--- src/rtl/kempston_mouse.sv ---
// PS/2 mouse front end presenting Kempston mouse ports to the Z80.
// Enables streaming, decodes 3-byte packets, keeps X/Y and button state.
module kempston_mouse #(
    parameter int INIT_DELAY     = 3500000,
    parameter int INHIBIT_CYCLES = 700,
    parameter int FRAME_TIMEOUT  = 14000,
    parameter int ACK_TIMEOUT    = 350000
) (
    input  logic        clk,
    input  logic        rst,
    input  logic        ps2clk_in,
    output logic        ps2clk_oe,
    input  logic        ps2data_in,
    output logic        ps2data_oe,
    input  logic [15:0] a,
    input  logic        iorq_n,
    input  logic        rd_n,
    output logic [7:0]  dout,
    output logic        oe_n,
    output logic        mouse_present
);

    localparam int HMAX0 = INIT_DELAY > ACK_TIMEOUT ? INIT_DELAY : ACK_TIMEOUT;
    localparam int HMAX  = HMAX0 > INHIBIT_CYCLES ? HMAX0 : INHIBIT_CYCLES;
    localparam int TW    = $clog2(HMAX + 1);
    localparam int FW    = $clog2(FRAME_TIMEOUT + 1);
    localparam logic [7:0] CMD = 8'hF4;

    typedef enum logic [2:0] {
        INIT_WAIT, INHIBIT, REQ, TX, TX_ACK, WAIT_FA, STREAM
    } host_t;

    typedef enum logic [1:0] {B0, B1, B2} pkt_t;

    host_t state;
    pkt_t  pstate;

    logic [1:0]    clk_sync, data_sync;
    logic [7:0]    clk_hist;
    logic          filt, fall, data_s;
    logic [3:0]    bit_cnt;
    logic [7:0]    rx_sh;
    logic          par_ok, rx_valid, rx_err, rx_en;
    logic [FW-1:0] fr_cnt;
    logic [TW-1:0] tmr;
    logic [3:0]    tx_cnt;
    logic [7:0]    x, y, dx;
    logic [2:0]    btn, b0_btn;
    logic          b0_xo, b0_yo;

    assign data_s = data_sync[1];
    assign fall   = filt && (clk_hist == 8'h00);
    assign rx_en  = (state == WAIT_FA) || (state == STREAM);

    // Clock is debounced; data only needs synchronising since it is sampled mid-bit.
    always_ff @(posedge clk or posedge rst) begin
        if (rst) begin
            clk_sync  <= 2'b11;
            data_sync <= 2'b11;
            clk_hist  <= 8'hFF;
            filt      <= 1'b1;
        end else begin
            clk_sync  <= {clk_sync[0], ps2clk_in};
            data_sync <= {data_sync[0], ps2data_in};
            clk_hist  <= {clk_hist[6:0], clk_sync[1]};
            if (clk_hist == 8'hFF) filt <= 1'b1;
            else if (clk_hist == 8'h00) filt <= 1'b0;
        end
    end

    always_ff @(posedge clk or posedge rst) begin
        if (rst) begin
            bit_cnt  <= '0;
            rx_sh    <= '0;
            par_ok   <= 1'b0;
            fr_cnt   <= '0;
            rx_valid <= 1'b0;
            rx_err   <= 1'b0;
        end else begin
            rx_valid <= 1'b0;
            rx_err   <= 1'b0;
            if (!rx_en) begin
                bit_cnt <= '0;
                fr_cnt  <= '0;
            end else if (fall) begin
                fr_cnt <= '0;
                if (bit_cnt == 4'd0) begin
                    if (!data_s) bit_cnt <= 4'd1;
                    else rx_err <= 1'b1;
                end else if (bit_cnt <= 4'd8) begin
                    rx_sh   <= {data_s, rx_sh[7:1]};
                    bit_cnt <= bit_cnt + 4'd1;
                end else if (bit_cnt == 4'd9) begin
                    par_ok  <= ^{data_s, rx_sh};
                    bit_cnt <= 4'd10;
                end else begin
                    bit_cnt <= '0;
                    if (data_s && par_ok) rx_valid <= 1'b1;
                    else rx_err <= 1'b1;
                end
            end else if (bit_cnt != 4'd0) begin
                if (fr_cnt == FW'(FRAME_TIMEOUT - 1)) begin
                    rx_err  <= 1'b1;
                    bit_cnt <= '0;
                    fr_cnt  <= '0;
                end else begin
                    fr_cnt <= fr_cnt + 1'b1;
                end
            end
        end
    end

    always_ff @(posedge clk or posedge rst) begin
        if (rst) begin
            state         <= INIT_WAIT;
            tmr           <= '0;
            tx_cnt        <= '0;
            ps2clk_oe     <= 1'b0;
            ps2data_oe    <= 1'b0;
            mouse_present <= 1'b0;
        end else begin
            unique case (state)
                INIT_WAIT: begin
                    if (tmr == TW'(INIT_DELAY - 1)) begin
                        tmr       <= '0;
                        ps2clk_oe <= 1'b1;
                        state     <= INHIBIT;
                    end else begin
                        tmr <= tmr + 1'b1;
                    end
                end
                INHIBIT: begin
                    if (tmr == TW'(INHIBIT_CYCLES - 1)) begin
                        tmr        <= '0;
                        ps2data_oe <= 1'b1;
                        state      <= REQ;
                    end else begin
                        tmr <= tmr + 1'b1;
                    end
                end
                REQ: begin
                    ps2clk_oe <= 1'b0;
                    tx_cnt    <= '0;
                    state     <= TX;
                end
                TX: begin
                    if (fall) begin
                        tx_cnt <= tx_cnt + 4'd1;
                        if (tx_cnt < 4'd8) begin
                            ps2data_oe <= ~CMD[tx_cnt[2:0]];
                        end else if (tx_cnt == 4'd8) begin
                            ps2data_oe <= ^CMD;
                        end else begin
                            ps2data_oe <= 1'b0;
                            state      <= TX_ACK;
                        end
                    end
                end
                TX_ACK: begin
                    if (fall) begin
                        tmr <= '0;
                        if (!data_s) begin
                            state <= WAIT_FA;
                        end else begin
                            ps2clk_oe <= 1'b1;
                            state     <= INHIBIT;
                        end
                    end
                end
                WAIT_FA: begin
                    if (rx_valid && rx_sh == 8'hFA) begin
                        mouse_present <= 1'b1;
                        state         <= STREAM;
                    end else if (rx_valid || tmr == TW'(ACK_TIMEOUT - 1)) begin
                        tmr       <= '0;
                        ps2clk_oe <= 1'b1;
                        state     <= INHIBIT;
                    end else begin
                        tmr <= tmr + 1'b1;
                    end
                end
                STREAM: ;
                default: state <= INIT_WAIT;
            endcase
        end
    end

    // Sign bits are irrelevant: counters wrap modulo 256.
    always_ff @(posedge clk or posedge rst) begin
        if (rst) begin
            pstate <= B0;
            x      <= '0;
            y      <= '0;
            dx     <= '0;
            btn    <= '0;
            b0_btn <= '0;
            b0_xo  <= 1'b0;
            b0_yo  <= 1'b0;
        end else if (state != STREAM || rx_err) begin
            pstate <= B0;
        end else if (rx_valid) begin
            unique case (pstate)
                B0: begin
                    if (rx_sh[3]) begin
                        b0_btn <= rx_sh[2:0];
                        b0_xo  <= rx_sh[6];
                        b0_yo  <= rx_sh[7];
                        pstate <= B1;
                    end
                end
                B1: begin
                    dx     <= rx_sh;
                    pstate <= B2;
                end
                B2: begin
                    if (!b0_xo) x <= x + dx;
                    if (!b0_yo) y <= y + rx_sh;
                    btn    <= b0_btn;
                    pstate <= B0;
                end
                default: pstate <= B0;
            endcase
        end
    end

    always_comb begin
        dout = 8'hFF;
        oe_n = 1'b1;
        if (!iorq_n && !rd_n && a[7:0] == 8'hDF) begin
            case (a[15:8])
                8'hFB: begin
                    dout = x;
                    oe_n = 1'b0;
                end
                8'hFF: begin
                    dout = y;
                    oe_n = 1'b0;
                end
                8'hFA: begin
                    dout = {5'b11111, ~btn[2], ~btn[0], ~btn[1]};
                    oe_n = 1'b0;
                end
                default: ;
            endcase
        end
    end

endmodule

--- config.mk ---
export PLATFORM = sky130hd
export DESIGN_NAME = kempston_mouse
export DESIGN_NICKNAME = d
export VERILOG_FILES = /design/src/rtl/kempston_mouse.sv
export SDC_FILE = /design/constraint.sdc
export NUM_CORES = 1
export LEC_CHECK = 0
export BUFFER_PORTS_ARGS = -buffer_cell sky130_fd_sc_hd__buf_2
export CORE_MARGIN = 2
export CORE_UTILIZATION = 66
export DETAILED_ROUTE_END_ITERATION = 16
export PLACE_DENSITY = 0.85
export SYNTH_ARGS = -nofsm -noshare
export SYNTH_HDL_FRONTEND = slang
export SYNTH_SLANG_ARGS = --single-unit
--- constraint.sdc ---
create_clock -name clk -period 5.75 [get_ports clk]
set_input_delay 0.2875 -clock clk [delete_from_list [all_inputs] [get_ports clk]]
set_output_delay 0.2875 -clock clk [all_outputs]
set_load 0.02 [all_outputs]
==> summary.md <==
| Metric | Value |
|---|---|
| Worst Clk Skew | 0.0222 ns |
| H-tree depth | 3 |
| Worst Setup Start Kind | flop |
| Synthesized cell area | 0.00605 mm2 |
| Count of different cell masters after synthesis | 62 |
| Ports | 34 |
| Failing checks | negative hold slack |
| GRT Total Usage | 27.8% |
| CP required | 6.06 ns |
| Die footprint | 0.00994 mm2 |
| Area growth syn-to-layout | 7.35% |
| Area of the multi-input gates | 0.00313 mm2 |
| First-pass GRT wire length | 22500 um |
| Avg Synthesized Cell Area | 9.35 um2 |
| Setup TNS | 0 ns |
| Drt total wl | 12900 um |
| M1 WL | 5800 um |
| Core area | 0.00881 mm2 |
| Layout cells sized above 1 | 13.8% |
| DP HPWL | 9300 um |
| DR top layer | met4 |
| Static Leakage | 2.92 nW |
| Rel. slew slack | 39.2% |
| Root Buffer | clkbuf_8 |
| DRT iter0 DRCs | 267 |
| Slew at the pin with the worst max-slew slack | 0.905 ns |
| Overflow after GRT | 0 |
| Antenna Nets Post-Route | 0 |
| Initial antenna violation count | 0 |
| RSZ-0062 raised after global routing | no |
| Chip Height | 99.7 um |
| Fraction of registers with async set/reset | 100% |
| EDFF count, synth | 0 |
| Cell count after synthesis | 647 |
| Clock Latency Late Sink | 0.38 ns |
| WP data arrival | 3.14 ns |
| DRC errors left | 0 |
| Final setup viols | 0 |
| Nets@finish | 720 |
| Final max-slew violation count | 0 |
| Dominant synthesized flop cell | dfrtp_1 |
| Cts repair resizes | 0 |
| Hold Slack | -0.0179 ns |
| Vias per cell | 6.32 |
| Avg WL per Cell | 16.5 um |
| Synth warnings | 0 |
| Initial core utilization | 68.7% |
| Die W | 99.7 um |
| Vias in the first global route | 4745 |
| Rows | 34 |
| Drt first pass iters | 5 |
| Synth Register Bits | 108 |
| Outcome | complete, but fails checks |
| GP Congestion | 0.890 |
| Via count | 4945 |
| Part of the Yosys area used for sequential elements | 45.0% |
| Pin count of the biggest net entering global routing | 56 |
| Crit Path Max Fanout | 20 |
| Synth Net Count | 697 |
| Fillcell total | 627 |
| Critical path type | flop to flop |
| Clock buffer depth | 2 |
| CTS tree | built |
| IO buf count | 33 |
| Routed length on met2 | 6360 um |
| Max_cap viols | 0 |
| DP Area | 0.00627 mm2 |
| Total CTS buffers | 9 |
| CTS Sinks | 108 |
| Pwr Density | 195 mW/mm2 |
| Clock slew at reported path FFs | 0.12 ns |
| Final period utilization | 49.2% |
| Post-route cell area | 0.00649 mm2 |
| Crit end category | flop |
| Fin. Hold Viols | 40 |
| Util after Layout | 73.7% |
| DR WL met3 | 544 um |
| Minimum clock period | 2.83 ns |
| Diode count | 0 |
| Sequential standard cell area | 0.00272 mm2 |
| Max VDD drop | 141 uV |
| Hold Path Class | input port to async pin |
| Fmax | 0.354 GHz |
-- state kept, by name, indices dropped and copies added (netlist names), 3 cells and up --
register,cells
bit_cnt,4
tx_cnt,4
b0_btn,3
clk_hist,8
tmr,22
dx,8
y,8
btn,3
state,3
rx_sh,8
x,8
fr_cnt,14
-- Yosys cell counts (13+ instances only) --
library cell	number	area share, %
dfrtp_1	95	39
nand2_1	70	4.3
nor2_1	53	3.3
o21ai_1	38	3.1
o21ai_0	32	2.6
a21oi_1	27	2.2
ha_1	26	5.4
clkbuf_1	24	1.5
inv_1	24	1.5
nand3_1	22	1.8
mux2_2	20	3.7
nor3_1	17	1.4
xor2_1	15	2.2
nand4_1	14	1.4
a22o_1	13	1.9
dfstp_2	13	5.6
-- layer usage --
layer | track usage [%] | vias to the layer above
li1 | - | 2372
met1 | 37.7 | 2418
met2 | 46.5 | 129
met3 | 4.71 | 26
met4 | 8.01 | 0
met5 | 0 | -
-- path summary, 6_finish.rpt --
path | endpoint | depth (start not counted) | startpoint | slack, ns
worst max-delay path | tmr[2] | 6 | clk_hist[5] | 2.92
worst min register to register | data_sync[1] | 0 | data_sync[0] | 0.36
min in group clk | data_sync[1] | 0 | data_sync[0] | 0.36
worst max register to register | tmr[2] | 6 | clk_hist[5] | 2.92
max in group asynchronous | tmr[3] | 3 | rst | 4.65
worst min-delay path | y[2] | 2 | rst | -0.02
-- what timing repair did --
item | in CTS | in global routing
buffers inserted | 0 | 0
hold buffers | 1 | 1
endpoints found under the hold margin | 1 | 1
-- cell type report --
class,instances,area share (%)
clock buffers,9,1.91
clock inverters,7,1.20
inverters,25,1.48
multi-input cells,488,48.2
flip-flops and latches,108,41.9
well taps,108,2.08
repair buffers,38,3.20
-- kinds of logic (layout without fill, tap and decap cells) --
kind of cell             after synthesis  after routing  synth area share (%)
buffers and inverters                 51             79                  3.25
adder cells (fa/ha/maj)               28             28                  6.04
AO/OA/AOI/OAI                        156            156                  15.8
multiplexers                          31             31                  5.67
flip-flops                           108            108                  45.0
AND/OR/NAND/NOR                      247            247                  20.5
XOR/XNOR                              26             26                  3.77
-- through the flow --
stage	hold WS, ns	power (mW)	setup slack (ns)	instances
after global placement	0.346	0.819	3.07	765
after floorplan	0.292	0.806	2.64	647
after global routing	0.0305	1.30	2.70	783
after CTS	0.000106	1.27	2.91	782
final	-0.0179	1.27	2.92	783
after detailed placement	0.347	0.821	2.95	765
-- critical path, stage by stage (launching register included) --
cell and delay, ns:
dfstp_2 0.40, nor4_1 0.44, and3_1 0.56, o221ai_1 0.22
buf_4 0.24, nor2_1 0.64, a22o_1 0.25
-- power breakdown --
part           internal, mW  switching, mW
clock network         0.171          0.289
registers             0.768        0.00401
logic                0.0106         0.0234
-- cell usage in the layout, fill, tap and decap left out, types with 11 or more instances in the layout --
cell	Yosys	final
a22o_1	13	13
nor3_1	17	17
nand2_1	70	70
o21ai_0	32	32
a21oi_1	27	27
o21ai_1	38	38
nand4_1	14	14
a31oi_1	11	11
ha_1	26	26
mux2_2	20	20
xnor2_1	11	11
nand3_1	22	22
dfrtp_1	95	95
buf_2	1	33
and3_1	11	11
inv_1	24	23
nor2_1	53	53
dfstp_2	13	13
xor2_1	15	15
Note: power is estimated with default switching activity, not from simulation.
